--- config.mk ---
export PLATFORM = sky130hd
export DESIGN_NAME = busca_instrucao
export DESIGN_NICKNAME = d
export VERILOG_FILES = /design/src/rtl/busca_instrucao.sv
export SDC_FILE = /design/constraint.sdc
export NUM_CORES = 1
export LEC_CHECK = 0
export CAP_MARGIN = 10
export CORE_MARGIN = 5
export CORE_UTILIZATION = 38
export CTS_CLUSTER_SIZE = 28
export DETAILED_ROUTE_END_ITERATION = 8
export PLACE_DENSITY = 0.76
export SYNTH_ARGS = -nofsm -noshare
export SYNTH_HDL_FRONTEND = slang
export SYNTH_SLANG_ARGS = --single-unit
export TNS_END_PERCENT = 20
--- constraint.sdc ---
create_clock -name clock -period 1.9 [get_ports clock]
set_input_delay 0.285 -clock clock [delete_from_list [all_inputs] [get_ports clock]]
set_output_delay 0.285 -clock clock [all_outputs]
set_load 0.01 [all_outputs]
--- src/rtl/busca_instrucao.sv ---
// Instruction-fetch stage: owns the PC, fetches over a req/ack handshake,
// holds the fetched word for decode and slices out the immediate fields.
module busca_instrucao #(
    parameter logic [31:0] PC_INICIAL    = 32'h0000_0000,
    parameter logic [31:0] INCREMENTO    = 32'd4,
    parameter int          LIMITE_ESPERA = 16
) (
    input  logic        clock,
    input  logic        reset,
    output logic [31:0] endereco_mem,
    output logic        req_mem,
    input  logic        ack_mem,
    input  logic [31:0] dado_mem,
    input  logic        avancar,
    input  logic        desvio,
    input  logic [31:0] endereco_desvio,
    output logic [31:0] instrucao,
    output logic [31:0] pc_instrucao,
    output logic        valido,
    output logic [4:0]  opcode,
    output logic [1:0]  selecao,
    output logic [19:0] entrada1,
    output logic [13:0] entrada2,
    output logic [14:0] entrada3,
    output logic        erro_busca
);

    localparam int CW = (LIMITE_ESPERA > 2) ? $clog2(LIMITE_ESPERA) : 1;
    localparam logic [CW-1:0] CONT_MAX = CW'(LIMITE_ESPERA - 1);

    typedef enum logic [1:0] {
        BUSCA  = 2'd0,
        ESPERA = 2'd1,
        PRONTO = 2'd2
    } estado_t;

    estado_t       estado;
    logic [31:0]   pc;
    logic [CW-1:0] contador;

    // Redirect beats everything, including an ack landing in the same cycle.
    always_ff @(posedge clock) begin
        if (!reset) begin
            estado       <= BUSCA;
            pc           <= PC_INICIAL;
            instrucao    <= '0;
            pc_instrucao <= '0;
            valido       <= 1'b0;
            erro_busca   <= 1'b0;
            contador     <= '0;
        end else if (desvio) begin
            pc       <= endereco_desvio;
            valido   <= 1'b0;
            estado   <= BUSCA;
            contador <= '0;
        end else begin
            case (estado)
                BUSCA: begin
                    contador <= '0;
                    estado   <= ESPERA;
                end
                ESPERA: begin
                    if (ack_mem) begin
                        instrucao    <= dado_mem;
                        pc_instrucao <= pc;
                        pc           <= pc + INCREMENTO;
                        valido       <= 1'b1;
                        estado       <= PRONTO;
                    end else if (contador == CONT_MAX) begin
                        erro_busca <= 1'b1;
                        estado     <= BUSCA;
                    end else begin
                        contador <= contador + 1'b1;
                    end
                end
                PRONTO: begin
                    if (avancar) begin
                        valido <= 1'b0;
                        estado <= BUSCA;
                    end
                end
                default: estado <= BUSCA;
            endcase
        end
    end

    assign req_mem      = (estado == ESPERA);
    assign endereco_mem = pc;
    assign opcode       = instrucao[31:27];
    assign entrada1     = instrucao[19:0];
    assign entrada2     = instrucao[13:0];
    assign entrada3     = instrucao[14:0];

    always_comb begin
        selecao = 2'b11;
        case (opcode[4:3])
            2'b00:   selecao = 2'b11;
            2'b01:   selecao = 2'b10;
            2'b10:   selecao = 2'b01;
            default: selecao = 2'b00;
        endcase
    end

endmodule

==> impl_metrics.toml, run 1 <==
[detailed_routing]
drc = 0
firstDrtPassIters = 5
ant_nets = 0
vias = 5154
routedWlPerCell_um = 16.8
viasPerCell = 5.19
routed_wl_um = 16700
drtIter0Drc = 364

[critical_path]
crit_path_end_kind = "register"
crit_required_ns = 2.19
arrival_ns = 2.13
startpoint_type = "register"
crit_type = "reg2reg"
r2r_start = "endereco_mem[10]"
startpoint = "endereco_mem[10]"
crit_fanout = 6
reg2reg_slack_ns = 0.05
r2r-end = "endereco_mem[19]"
reg2reg_depth = 4

[logic_synthesis]
syn-cell-area_um2 = 5100
async_flop_share_pct = 0
ys_seq_area_share_pct = 40.8
synth_cells = 625
yosysWarnings = 0
synth_cell_type_count = 46
yosys_register_bits = 104
synth-edff-count = 0
synth_nets = 699
synthFlopType = "dfxtp_1"
synth_area_leaders = "dfxtp_1, nand2_1, a21boi_0, buf_4, clkbuf_1"
synth_top_area_cell = "dfxtp_1"
synth_top_area_share_pct = 40.8
syn_avg_cell_area_um2 = 8.16

[global_route]
grt_pass1_wl_um = 26100
grt_overflow_total = 0
grtUsageTotal_pct = 20.2
grt_max_degree = 65
antenna_found_initial = 0
grt_pass1_vias = 5120

[die]
die_w_um = 126
core_area_um2 = 13200
rows = 42
die_y_um = 126
initial_utilization_pct = 38.7
ios = 224
dieArea_um2 = 15800

[clocking]
clockRootBuffer = "clkbuf_16"
clock_latency_ns = 0.36
cts_sinks = 104
cts_tree = "done"
cts_htree_levels = 3
post_cts_buffers = 0
clk_path_buf_depth = 2
numCtsBuffers = 9
postCtsHoldBufs = 0
path_clk_slew_ns = 0.08

[worst_hold_path]
hp-start = "reset"
whs_path_depth = 3
holdPathEnd = "endereco_mem[17]"
min_path_type = "in2reg"

[pwr]
p_leak_nw = 2.72
power.total_mw = 4.84
power_density_nw_per_um2 = 627
peakVddDrop_mv = 0.659

[sta]
timing.fmax_mhz = 541
drv_slew = 0
timing.final.crit_share_pct = 97.3
hold_viol_final = 0
clock_skew_ns = 0.00800
maxSlewHeadroom_pct = 65.8
period_needed_ns = 1.85
setup_viol = 0
worst_slack_ns = 0.0513
worst_pin_slew_ns = 0.511

[flow_run]
cap_violations = 0

[place]
pre_cts_ws_ns = -0.0291
placed_cell_area_um2 = 7430
dp.cells = 977
hpwl_um = 12500
numPortBuffers = 223
place_congestion = 0.900

[finish]
nets = 886
fillerInstances = 1158
n_antenna_cell = 0
final_cells = 993
drive_gt1_share_pct = 10.8
final_area_um2 = 7720
area_delta_synth_final_pct = 51.5

[status]
outcome = "completed"
==> worst max-delay path: stages (launching register included) <==
cell and delay [ns]:
dfxtp_2 0.38, nand3_1 0.11, or4_4 0.59, or4_1 0.53
a31oi_1 0.17
==> through the flow <==
| stage | hold WS (ns) | utilization, % | TNS [ns] |
|---|---|---|---|
| after global placement | 0.451 | 56.4 | 0 |
| after global routing | 0.412 | 58.6 | -0.00200 |
| after floorplan | 0.423 | - | -0.158 |
| final | 0.416 | 58.6 | 0 |
| after CTS | 0.411 | 58.5 | 0 |
| after detailed placement | 0.456 | 56.4 | -0.0421 |
==> layer usage <==
metal | GRT usage [%] | share of wire, % | vias up
li1 | - | - | 2471
met1 | 22.2 | 39 | 2410
met2 | 37.1 | 51 | 243
met3 | 6.90 | 8.2 | 30
met4 | 5.43 | 1.9 | 0
met5 | 0 | 0 | -
==> timing repair <==
action | 4_1_cts | 5_1_grt
gates resized for setup | 3 | 2
setup endpoints to repair | 2 | 3
pin swaps | 0 | 0
cloned | 0 | 0
==> where the power goes <==
part / total [mW] / switching [mW] / internal, mW
Sequential: 2.33 / 0.0819 / 2.25
Combinational: 0.728 / 0.303 / 0.425
Clock: 1.78 / 0.875 / 0.906
==> cells in the mapped netlist, drive strengths merged, types with 3 or more instances <==
cell type	count
nand2	152
dfxtp	104
a21boi	65
buf	61
clkbuf	34
nand3	22
o21ai	22
nand4	14
nor3	11
xnor2	11
nand2b	10
nor2	9
a21oi	8
a31oi	8
nor4	7
and2	6
and3	6
and4	6
inv	6
nor2b	6
o211a	6
ha	5
nor3b	5
or4	5
mux2i	4
o31ai	4
xor2	4
a221o	3
a311oi	3
==> cells in the final DEF (no fill, tap or decap), drive strengths merged, types with 7 or more instances in the layout <==
master	count
buf	49
xnor2	11
nand4	14
dfxtp	104
a21oi	8
clkdlybuf4s50	221
nand2	152
inv	10
nor4	7
nand3	22
a31oi	8
clkbuf	9
nand2b	10
o21ai	22
nor3	11
a21boi	65
nor2	9
==> worst max-delay path by stage <==
stage                             endpoint  slack [ns]  depth (start not counted)
final                     endereco_mem[19]        0.05                          4
after global routing      endereco_mem[13]      -0.002                          7
after CTS                 endereco_mem[19]        0.06                          4
after detailed placement  endereco_mem[29]       -0.03                          7
after global placement    endereco_mem[24]        0.03                          7
after floorplan              instrucao[10]      -0.008                          9
==> area by class of cell <==
type / instances / area [µm²] / area share [%]
inverters: 6 / 22.5 / 0.292
repair buffers: 271 / 2660 / 34.5
clock buffers: 9 / 225 / 2.92
multi-input cells: 420 / 2440 / 31.6
well taps: 176 / 220 / 2.85
clock inverters: 7 / 53.8 / 0.696
flip-flops and latches: 104 / 2100 / 27.2
==> sequential cells by signal (all words and copies together), names as in the netlist <==
| name | flops |
|---|---|
| erro_busca | 1 |
| estado | 2 |
| contador | 4 |
| endereco_mem | 32 |
| valido | 1 |
| pc_instrucao | 32 |
| instrucao | 32 |
==> cell families after synthesis <==
| logic type | share of synthesized area (%) |
|---|---|
| adder cells (fa/ha/maj) | 1.23 |
| AO/OA/AOI/OAI | 18.2 |
| flip-flops | 40.8 |
| XOR/XNOR | 2.58 |
| AND/OR/NAND/NOR | 24.4 |
| buffers and inverters | 11.5 |
| multiplexers | 1.23 |
Power figures use the tool's default switching activity.
==> run 2, diff against run 1 <==
--- a/config.mk
+++ b/config.mk
@@ -5,12 +5,13 @@
 export SDC_FILE = /design/constraint.sdc
 export NUM_CORES = 1
 export LEC_CHECK = 0
+export ABC_AREA = 1
 export CAP_MARGIN = 10
 export CORE_MARGIN = 5
-export CORE_UTILIZATION = 38
+export CORE_UTILIZATION = 46
 export CTS_CLUSTER_SIZE = 28
 export DETAILED_ROUTE_END_ITERATION = 8
-export PLACE_DENSITY = 0.76
+export PLACE_DENSITY = 0.86
 export SYNTH_ARGS = -nofsm -noshare
 export SYNTH_HDL_FRONTEND = slang
 export SYNTH_SLANG_ARGS = --single-unit
==> constraint.sdc (replaced) <==
create_clock -name clock -period 2.2 [get_ports clock]
set_input_delay 0.33 -clock clock [delete_from_list [all_inputs] [get_ports clock]]
set_output_delay 0.33 -clock clock [all_outputs]
set_load 0.01 [all_outputs]
==> run 2 against run 1 <==
Against the previous run: sequential share of layout area grew 0.84 points; synthesized cell count is 19% higher; utilization grew 9.1 points; combinational power decreased by 8.5%; die area shrank 15%; flip-flop and latch count did not move.
==> impl_metrics.toml, run 2 <==
[logic_synthesis]
synthFlopType = "dfxtp_1"
synth_area_leaders = "dfxtp_1, nor2_1, nand2_1, buf_4, o21ai_0"
synth-edff-count = 0
yosysMostFrequentCell = "nor2_1"
synth_nets = 818
synth_cell_type_count = 39
async_flop_share_pct = 0
synth_top_area_share_pct = 40.0
ys_seq_area_share_pct = 40.0
syn_avg_cell_area_um2 = 6.99
syn-cell-area_um2 = 5200
synth_cells = 744
yosys_register_bits = 104
synth_top_area_cell = "dfxtp_1"
yosysWarnings = 0
yosys-top-cells-count = "nor2_1, nand2_1, dfxtp_1"

[global_route]
grtUsageTotal_pct = 23.6
grt_max_degree = 84
grt_overflow_total = 0
grt_pass1_vias = 4992
grt_pass1_wl_um = 25300
antenna_found_initial = 0

[finish]
n_antenna_cell = 0
regArea_um2 = 2080
nets = 976
final_common_cell = "clkdlybuf4s50_1"
final_area_um2 = 7440
fillerInstances = 915
area_delta_synth_final_pct = 43.0
drive_gt1_share_pct = 6.06
multi_input_area_um2 = 2320
mostFrequentLayoutCells = "clkdlybuf4s50_1, nor2_1, nand2_1"
postLayoutCoreUtil_pct = 67.7

[clocking]
clockRootBuffer = "clkbuf_16"
cts_repair_resize_count = 0
numCtsBuffers = 9
clk_path_buf_depth = 2
cts_sinks = 104
path_clk_slew_ns = 0.08
cts_tree = "done"
clock_latency_ns = 0.34
post_cts_buffers = 0
cts_htree_levels = 3
postCtsHoldBufs = 0

[place]
numPortBuffers = 223
hpwl_um = 12200
place_congestion = 0.882
placed_cell_area_um2 = 7130

[sta]
maxSlewHeadroom_pct = 57.7
period_needed_ns = 1.99
setup_viol = 0
rsz0062_at_grt = "no"
fin_setup_tns_ns = 0
drv_slew = 0
clock_skew_ns = 0.00973
hold_viol_final = 0
worst_pin_slew_ns = 0.635
timing.final.crit_share_pct = 90.4
timing.fmax_mhz = 503

[detailed_routing]
wl_met3_um = 1650
routed_wl_um = 16500
viasPerCell = 5.13
routedWlPerCell_um = 15.8
drtIter0Drc = 512
firstDrtPassIters = 5
ant_nets = 0
wl_met1_um = 6490
wl_met2_um = 7980
drc = 0
highest_layer = "met4"
vias = 5371

[critical_path]
crit_required_ns = 1.87
path_depth = 3
crit_fanout = 6
crit_path_end_kind = "primary output"
crit_end = "req_mem"
slowest_delay_ns = 0.60
crit_type = "reg2out"
critPathBufInv = 2
reg2reg_slack_ns = 0.24
crit_slowest_cell = "clkdlybuf4s50_1"
arrival_ns = 1.66
reg2reg_depth = 9
r2r-end = "endereco_mem[2]"
r2r_start = "estado[1]"
crit_family = "buffers and inverters"
startpoint_type = "register"
crit_chain = "inv_1 > ha_1 > clkdlybuf4s50_1"
startpoint = "estado[1]"

[die]
ios = 224
die_w_um = 116
initial_utilization_pct = 47.4
dieArea_um2 = 13500
core_area_um2 = 11000
rows = 38
die_y_um = 116

[pwr]
peakVddDrop_mv = 0.327
p_leak_nw = 2.98
power.total_mw = 4.35
power_density_nw_per_um2 = 585

[status]
outcome = "completed"

[flow_run]
cap_violations = 0

[worst_hold_path]
min_path_type = "in2reg"
[run 2: area by class of cell]
type / count / area share [%]
Timing Repair Buffer: 233 / 31.3
Clock inverter: 7 / 1.03
Inverter: 61 / 3.08
Tap cell: 140 / 2.36
Sequential cell: 104 / 28.0
Multi-Input combinational cell: 493 / 31.2
Clock buffer: 9 / 3.03
[run 2: kinds of logic (layout without fill, tap and decap cells)]
group / Yosys count / in the layout / share of synthesized area, %
DFF: 104 / 104 / 40.0
adders and majority gates: 5 / 5 / 1.20
xor gates and xnor gates: 2 / 2 / 0.337
buffers and inverters: 147 / 310 / 15.3
and+or+nand+nor: 361 / 361 / 30.0
AOI/OAI and AO/OA: 125 / 125 / 13.1
[run 2: worst min path at each step]
stage / from / to / cells past startpoint
2_1_floorplan: estado[1] / estado[1] / 2
3_3_place_gp: erro_busca / erro_busca / 2
3_5_place_dp: pc_instrucao[0] / pc_instrucao[0] / 2
4_1_cts: reset / pc_instrucao[0] / 3
5_1_grt: reset / pc_instrucao[1] / 3
6_report: reset / pc_instrucao[0] / 3
[run 2: tightest hold or removal path, delay by kind of cell]
family | cells | cell delay [ns]
buffers and inverters | 2 | 0.24
AOI/OAI and AO/OA | 1 | 0.15
[run 2: routing by layer]
metal | GRT usage, % | vias up
met3 | 5.65 | 33
met5 | 0 | -
met1 | 27.9 | 2400
li1 | - | 2656
met2 | 41.4 | 282
met4 | 9.05 | 0
[run 2: stage by stage]
stage               hold WS [ns]  worst slack [ns]  instances
finish                     0.407             0.212       1047
global route               0.433            0.0745       1047
CTS                        0.399             0.208       1047
detailed placement         0.451             0.198       1031
global placement           0.439             0.233       1031
floorplan                  0.456             0.681        744
[run 2: report_power, final]
group / switching, mW / internal, mW
logic: 0.302 / 0.363
registers: 0.0828 / 1.96
clock network: 0.754 / 0.894
total: 1.14 / 3.21
